$ cat config.mk
export PLATFORM = sky130hd
export DESIGN_NAME = sum_accumulator_flat
export DESIGN_NICKNAME = d
export VERILOG_FILES = /design/src/rtl/sum_accumulator_if.sv /design/src/rtl/sum_accumulator.sv /design/src/flat_wrapper.sv
export SDC_FILE = /design/constraint.sdc
export NUM_CORES = 1
export LEC_CHECK = 0
export CAP_MARGIN = 20
export CORE_MARGIN = 3
export CORE_UTILIZATION = 30
export CTS_BUF_LIST = sky130_fd_sc_hd__clkbuf_4 sky130_fd_sc_hd__clkbuf_8
export DETAILED_ROUTE_END_ITERATION = 7
export GPL_TIMING_DRIVEN = 0
export HOLD_SLACK_MARGIN = 0.15
export PLACE_DENSITY = 0.53
export SLEW_MARGIN = 10
export SYNTH_ARGS = -nofsm -noshare
export SYNTH_HDL_FRONTEND = slang
export SYNTH_SLANG_ARGS = --single-unit
$ cat constraint.sdc
create_clock -name clk -period 2.6 [get_ports clk]
set_clock_uncertainty 0.15 [all_clocks]
set_input_delay 0.26 -clock clk [delete_from_list [all_inputs] [get_ports clk]]
set_output_delay 0.26 -clock clk [all_outputs]
set_load 0.01 [all_outputs]
$ cat src/rtl/sum_accumulator_if.sv
// Handshake bundle between the upstream adder, the frame accumulator and the
// downstream result consumer.
interface sum_accumulator_if #(
  parameter int N     = 4,
  parameter int FRAME = 8
);
  localparam int ACC_W = N + 1 + $clog2(FRAME);

  logic             in_valid;
  logic             in_ready;
  logic [N:0]       sum;
  logic             out_valid;
  logic             out_ready;
  logic [ACC_W-1:0] acc_out;
  logic [N:0]       max_out;

  // master: the side that supplies sums and consumes frame results
  modport master (
    output in_valid, sum, out_ready,
    input  in_ready, out_valid, acc_out, max_out
  );

  modport slave (
    input  in_valid, sum, out_ready,
    output in_ready, out_valid, acc_out, max_out
  );
endinterface

$ cat src/rtl/sum_accumulator.sv
// Frame accumulator: totals FRAME adder sums, tracks the largest one, and holds
// the frame result until the downstream side takes it.
//
// state | meaning
// ACCUM | accepting sums, acc/max/cnt track the current partial frame
// HOLD  | frame complete, result held on acc_out/max_out until out_ready
module sum_accumulator #(
  parameter int N     = 4,
  parameter int FRAME = 8
) (
  input  logic          clk,
  input  logic          rst,
  input  logic          clear,
  sum_accumulator_if.slave bus
);
  localparam int ACC_W = N + 1 + $clog2(FRAME);
  localparam int CNT_W = $clog2(FRAME);
  localparam logic [CNT_W-1:0] LAST = CNT_W'(FRAME - 1);

  typedef enum logic {
    ACCUM = 1'b0,
    HOLD  = 1'b1
  } state_t;

  state_t           state;
  logic [ACC_W-1:0] acc;
  logic [N:0]       max_q;
  logic [CNT_W-1:0] cnt;
  logic             in_ready_q;
  logic             out_valid_q;

  // Handshake flags are registered copies of the state so in_ready has no
  // path from in_valid and out_valid is glitch-free.
  always_ff @(posedge clk or negedge rst) begin
    if (!rst) begin
      state       <= ACCUM;
      acc         <= '0;
      max_q       <= '0;
      cnt         <= '0;
      in_ready_q  <= 1'b1;
      out_valid_q <= 1'b0;
    end else if (clear) begin
      state       <= ACCUM;
      acc         <= '0;
      max_q       <= '0;
      cnt         <= '0;
      in_ready_q  <= 1'b1;
      out_valid_q <= 1'b0;
    end else begin
      case (state)
        ACCUM: begin
          if (bus.in_valid) begin
            acc <= acc + ACC_W'(bus.sum);
            if (bus.sum > max_q) begin
              max_q <= bus.sum;
            end
            if (cnt == LAST) begin
              cnt         <= '0;
              state       <= HOLD;
              in_ready_q  <= 1'b0;
              out_valid_q <= 1'b1;
            end else begin
              cnt <= cnt + CNT_W'(1);
            end
          end
        end
        HOLD: begin
          if (bus.out_ready) begin
            state       <= ACCUM;
            acc         <= '0;
            max_q       <= '0;
            in_ready_q  <= 1'b1;
            out_valid_q <= 1'b0;
          end
        end
        default: begin
          state       <= ACCUM;
          in_ready_q  <= 1'b1;
          out_valid_q <= 1'b0;
        end
      endcase
    end
  end

  assign bus.in_ready  = in_ready_q;
  assign bus.out_valid = out_valid_q;
  assign bus.acc_out   = acc;
  assign bus.max_out   = max_q;
endmodule

$ cat src/flat_wrapper.sv
// flat-port wrapper written by rule: the top's interface ports become plain ports
module sum_accumulator_flat 
#(
  parameter int N     = 4,
  parameter int FRAME = 8
)
  (clk, rst, clear, bus_in_valid, bus_sum, bus_out_ready, bus_in_ready, bus_out_valid, bus_acc_out, bus_max_out);
  sum_accumulator_if #(.N(N), .FRAME(FRAME)) bus_i ();
  input  logic clk;
  input  logic rst;
  input  logic clear;
  input wire logic [$bits(bus_i.in_valid)-1:0] bus_in_valid;
  input wire logic [$bits(bus_i.sum)-1:0] bus_sum;
  input wire logic [$bits(bus_i.out_ready)-1:0] bus_out_ready;
  output wire logic [$bits(bus_i.in_ready)-1:0] bus_in_ready;
  output wire logic [$bits(bus_i.out_valid)-1:0] bus_out_valid;
  output wire logic [$bits(bus_i.acc_out)-1:0] bus_acc_out;
  output wire logic [$bits(bus_i.max_out)-1:0] bus_max_out;
  assign bus_i.in_valid = bus_in_valid;
  assign bus_i.sum = bus_sum;
  assign bus_i.out_ready = bus_out_ready;
  assign bus_in_ready = bus_i.in_ready;
  assign bus_out_valid = bus_i.out_valid;
  assign bus_acc_out = bus_i.acc_out;
  assign bus_max_out = bus_i.max_out;
  sum_accumulator #(.N(N), .FRAME(FRAME)) u_core (.clk(clk), .rst(rst), .clear(clear), .bus(bus_i));
endmodule
==> results.ini, run 1 <==
[outcome]
status = finished clean

[logic_synthesis]
syn_area_per_cell_sq_um = 9.62
synth_ff_type = dfrtp_1
async_reset_ff_share_pct = 100
synth-edff-count = 0
synth_nets = 143
netlist_area_sq_um = 1150
synthTopCellsByArea = dfrtp_1, ha_1, nand2_1
synth_cells = 120
yosysMostFrequentCell = nand2_1
yosysUniqueCellTypes = 31
seq_area_frac_synth_pct = 41.3
yosys_warnings = 0
synth-seq-cells = 19
synth_top_area_share_pct = 39.0
yosys.area.top_type = dfrtp_1
ys_top_cells_by_count = nand2_1, dfrtp_1, ha_1

[clock_tree]
cts_setup_buffers = 0
cts_root_buf = clkbuf_8
cts_sinks = 19
cts_tree = built
hold_buffers = 0
htreeDepth = 1
clock_path_buffers = 2
clkTransAtPathRegs_ps = 80
worstSkewPairLatency_ps = 260
cts_made_buffers = 3
cts_resized = 0

[layout]
final_nets = 172
fin_util_pct = 42.6
drive_above_1_share_pct = 6.08
area_growth_pct = 30.0
antenna_cells = 0

[power]
vdd_drop_max_mv = 0.235
leakage_nw = 0.676
powerDensity_nw_per_um2 = 519
fin_total_pwr_w = 0.000780

[timing]
final_hold_viol_count = 0
slew_headroom_pct = 41.6
fin_crit_ps = 2000
fin_tns_setup_ps = 0
tightest_slew_ps = 873
rsz0062_at_grt = false
fin_crit_sh_pct = 76.9
maxSlewViolCount = 0
setup_viol = 0
timing.fmax_mhz = 500

[global_route]
grt_use_total_pct = 12.9
grt_first_pass_wirelength_microns = 4530
first_global_vias = 970
grt_overflow_total = 0
grt_max_degree = 20
antenna_found_initial = 0

[drt]
drtIter0Drc = 34
drc = 0
firstDrtPassIters = 4
route.vias.total = 950
routed_wl_microns = 2690
routed_via_density = 4.90
avgRoutedWirePerCell_microns = 13.9
postRouteAntennaNets = 0

[worst_setup_path]
arrival_ps = 2030
startpoint_type = input port
crit_required_ps = 2630
end_kind = register
reg2reg_slack_ps = 680
crit_path_max_fanout = 3
critPathKind = in -> reg

[place]
gp_congestion = 0.796
dp_hpwl_microns = 2020
io_buffers = 24

[floorplan]
core_sq_um = 3520
die_h_microns = 68.0
die-width_microns = 68.0
start_util_pct = 32.8
ios = 25
die_area_sq_um = 4630
fp-row-count = 21

[hold_path]
hp-class = reg -> reg

[run]
max_cap_violations = 0

[worst paths after layout]
kind	start	end	cells past startpoint
setup / recovery	bus_sum[0]	u_core.bus.acc_out[6]	7
hold / removal	u_core.bus.in_ready	u_core.bus.in_ready	2
setup reg to reg	u_core.bus.acc_out[0]	u_core.bus.acc_out[6]	6
hold reg to reg	u_core.bus.in_ready	u_core.bus.in_ready	2
max in group asynchronous	rst	u_core.bus.acc_out[2]	1
min in group asynchronous	rst	u_core.cnt[1]	1
[layer usage]
metal,up-vias,track usage [%],part of all wire [%]
met2,17,21.2,44
met1,442,17.9,51
li1,489,-,-
met4,0,3.72,0.93
met5,-,0,0
met3,2,1.48,3.7
[worst max-delay path, stage by stage]
cell and delay, ps:
clkdlybuf4s50_1 510, ha_1 220, fa_1 250, a21oi_1 100, o211a_1 250, or3_1 300
a21oi_1 140
[logic make-up after synthesis]
| group | synth area share (%) |
|---|---|
| AO/OA/AOI/OAI | 19.6 |
| AND/OR/NAND/NOR | 15.0 |
| multiplexers | 4.33 |
| flip-flops | 41.3 |
| XOR/XNOR | 1.52 |
| buffers and inverters | 3.58 |
| adder cells (fa/ha/maj) | 14.7 |
[flip-flops by register name, summed over array words and instances (netlist names)]
register	flops
u_core.bus.max_out	5
u_core.state	1
u_core.bus.in_ready	1
u_core.bus.acc_out	8
u_core.bus.out_valid	1
u_core.cnt	3
[layout make-up]
class / instances / area [sq um]
repair buffers: 24 / 240
fillers: 359 / 2020
inverters: 8 / 30.0
multi-input cells: 92 / 637
plain buffers: 1 / 11.3
clock buffers: 4 / 48.8
flip-flops and latches: 19 / 477
well taps: 46 / 57.6
[cells in the final DEF, fill, tap and decap left out, drive strengths merged, types with 2 or more instances in the layout]
master / synthesis / layout
nand2: 24 / 24
clkdlybuf4s50: 0 / 24
dfrtp: 18 / 18
ha: 12 / 12
a21oi: 10 / 10
inv: 8 / 8
o21ai: 8 / 8
nor2: 6 / 6
mux2i: 5 / 5
clkbuf: 0 / 4
a21o: 3 / 3
a211oi: 3 / 3
a32o: 2 / 2
or3: 2 / 2
o221ai: 2 / 2
[power breakdown]
part           switching (W)  leakage, nW  internal [W]
combinational       0.000110        0.396      0.000108
clock               0.000105       0.0262      0.000119
sequential         0.0000201        0.254      0.000317
total               0.000235        0.676      0.000544
[through the flow]
stage                     hold WS (ps)  area [sq um]  cells  setup WS, ps
after CTS                          321          1500    194           595
final                              315          1500    194           602
after detailed placement           308          1450    190           331
after floorplan                   -186          1150    120           796
after global routing               339          1500    194           474
after global placement             301          1450    190           350
Note: power is estimated with default switching activity, not from simulation.
==> run 2, diff against run 1 <==
Clock period 2.6 ns to 2 ns, I/O delays scaled along.
==> results.ini, run 2 (synthesized netlist as in run 1, its figures left out) <==
[worst_setup_path]
startpoint_type = input port
arrival_ps = 1910
cp_cell_sequence = clkdlybuf4s50_1, ha_4, fa_2, a21oi_1, o211a_1, or3_1, a21oi_1
end_kind = register
crit_buf_inv = 1
cpLargestDelayFamily = buffers and inverters
reg2reg_slack_ps = 160
critPathKind = in -> reg
crit_path_max_fanout = 3
max_stage_delay_ps = 540
cpMostUsedCell = a21oi_1
cp_slowest_cell = clkdlybuf4s50_1
crit_required_ps = 2030

[layout]
fillers = 356
drive_above_1_share_pct = 7.43
final_cell_mix = nand2_1, clkdlybuf4s50_1, dfrtp_1
final_nets = 172
area_growth_pct = 31.3
antenna_cells = 0
largest_reg_flops = 8

[clock_tree]
cts_made_buffers = 3
cts_sinks = 19
clock_path_buffers = 2
clkTransAtPathRegs_ps = 80
worstSkewPairLatency_ps = 260
cts_tree = built
cts_root_buf = clkbuf_8
htreeDepth = 1

[timing]
timing.fmax_mhz = 533
timing.hold.ws_ps = 294
maxSlewViolCount = 0
tightest_slew_ps = 891
fin_crit_ps = 1880
rsz0062_at_grt = false
slew_headroom_pct = 40.4
fin_crit_sh_pct = 93.8
final_hold_viol_count = 0
setup_viol = 0

[power]
seqPwrFrac_pct = 43.2
vdd_drop_max_mv = 0.307
swShare_pct = 30.3
power_frac_clock_pct = 28.7
p_switching_w = 0.000308
powerDensity_nw_per_um2 = 671
fin_total_pwr_w = 0.00102
internal-power_w = 0.000710
combPwrFrac_pct = 28.2
leakage_nw = 0.674

[drt]
drc = 0
route.vias.total = 955
firstDrtPassIters = 4
avgRoutedWirePerCell_microns = 13.9
postRouteAntennaNets = 0
routed_via_density = 4.92
routed_wl_microns = 2690
drtIter0Drc = 38

[global_route]
grt_overflow_total = 0
grt_use_met1_pct = 17.9
grt.busiest_layer = met2
grt_use_met3_pct = 1.48
use_met2_pct = 21.2
grt_use_total_pct = 12.9
first_global_vias = 970
antenna_found_initial = 0
grt_first_pass_wirelength_microns = 4530
grt_max_degree = 20

[floorplan]
die-width_microns = 68.0
die_area_sq_um = 4630
die_h_microns = 68.0
start_util_pct = 32.8
ios = 25
fp-row-count = 21
core_sq_um = 3520

[outcome]
status = finished clean

[place]
gp_congestion = 0.796
io_buffers = 24
dp_hpwl_microns = 2020

[run]
max_cap_violations = 0

[hold_path]
hp-class = in -> async

run 2: cell counts in the layout (fill, tap and decap cells not counted):
Identical to the previous run, type by type.
run 2: worst reg2reg max path, delay by kind of cell (launching register included):
kind	cells	cell delay [ps]
buffers and inverters	1	60
flip-flops	1	390
AO/OA/AOI/OAI	2	480
multiplexers	1	180
adder cells (fa/ha/maj)	1	290
AND/OR/NAND/NOR	1	150
run 2: routing by layer:
layer | wire length [microns] | part of all wire [%]
met5 | 0 | 0
met4 | 25 | 0.93
met3 | 123 | 4.6
met2 | 1180 | 44
met1 | 1360 | 51
run 2: area by class of cell:
| class | instances | area (sq um) | area share [%] |
|---|---|---|---|
| Buffer | 1 | 11.3 | 0.743 |
| Clock buffer | 4 | 48.8 | 3.22 |
| Inverter | 8 | 30.0 | 1.98 |
| Multi-Input combinational cell | 92 | 652 | 43.0 |
| Sequential cell | 19 | 477 | 31.4 |
| Tap cell | 46 | 57.6 | 3.80 |
| Timing Repair Buffer | 24 | 240 | 15.8 |
run 2: final timing paths:
| check | startpoint | endpoint | cells past startpoint |
|---|---|---|---|
| max | bus_sum[0] | u_core.bus.acc_out[6] | 7 |
| min | rst | u_core.cnt[1] | 1 |
| max reg2reg | u_core.bus.max_out[4] | u_core.bus.max_out[3] | 6 |
| min reg2reg | u_core.bus.in_ready | u_core.bus.in_ready | 2 |
| max in group asynchronous | rst | u_core.bus.acc_out[2] | 1 |
| min in group clk | u_core.bus.in_ready | u_core.bus.in_ready | 2 |
run 2: timing repair:
action                                  4_1_cts  5_1_grt
hold buffers                                  0        0
resized for setup                             0        3
endpoints found under the hold margin         0        0
endpoints found under the setup margin        0        2
buffers inserted                              0        0
run 2: stage by stage:
| stage | area, sq um | cells | TNS, ps | utilization (%) | setup WS, ps |
|---|---|---|---|---|---|
| after floorplan | 1150 | 120 | 0 | - | 196 |
| after global placement | 1450 | 190 | -760 | 41.3 | -190 |
| after detailed placement | 1450 | 190 | -1110 | 41.3 | -209 |
| after CTS | 1500 | 194 | 0 | 42.6 | 54.8 |
| after global routing | 1520 | 194 | 0 | 43.1 | 30.9 |
| final | 1520 | 194 | 0 | 43.1 | 124 |
run 2: power groups by stage:
stage | clock network, W | logic, W | registers, W
finish | 0.000292 | 0.000286 | 0.000439
global route | 0.000314 | 0.000320 | 0.000446
CTS | 0.000296 | 0.000288 | 0.000439
detailed placement | 0 | 0.000285 | 0.000446
global placement | 0 | 0.000281 | 0.000445
floorplan | 0 | 0.000154 | 0.000453
==> run 3, diff against run 2 <==
Settings changed: SLEW_MARGIN 10 to 20.
==> results of run 3 <==
No change in the layout: final DEF, timing and power equal those of run 2.
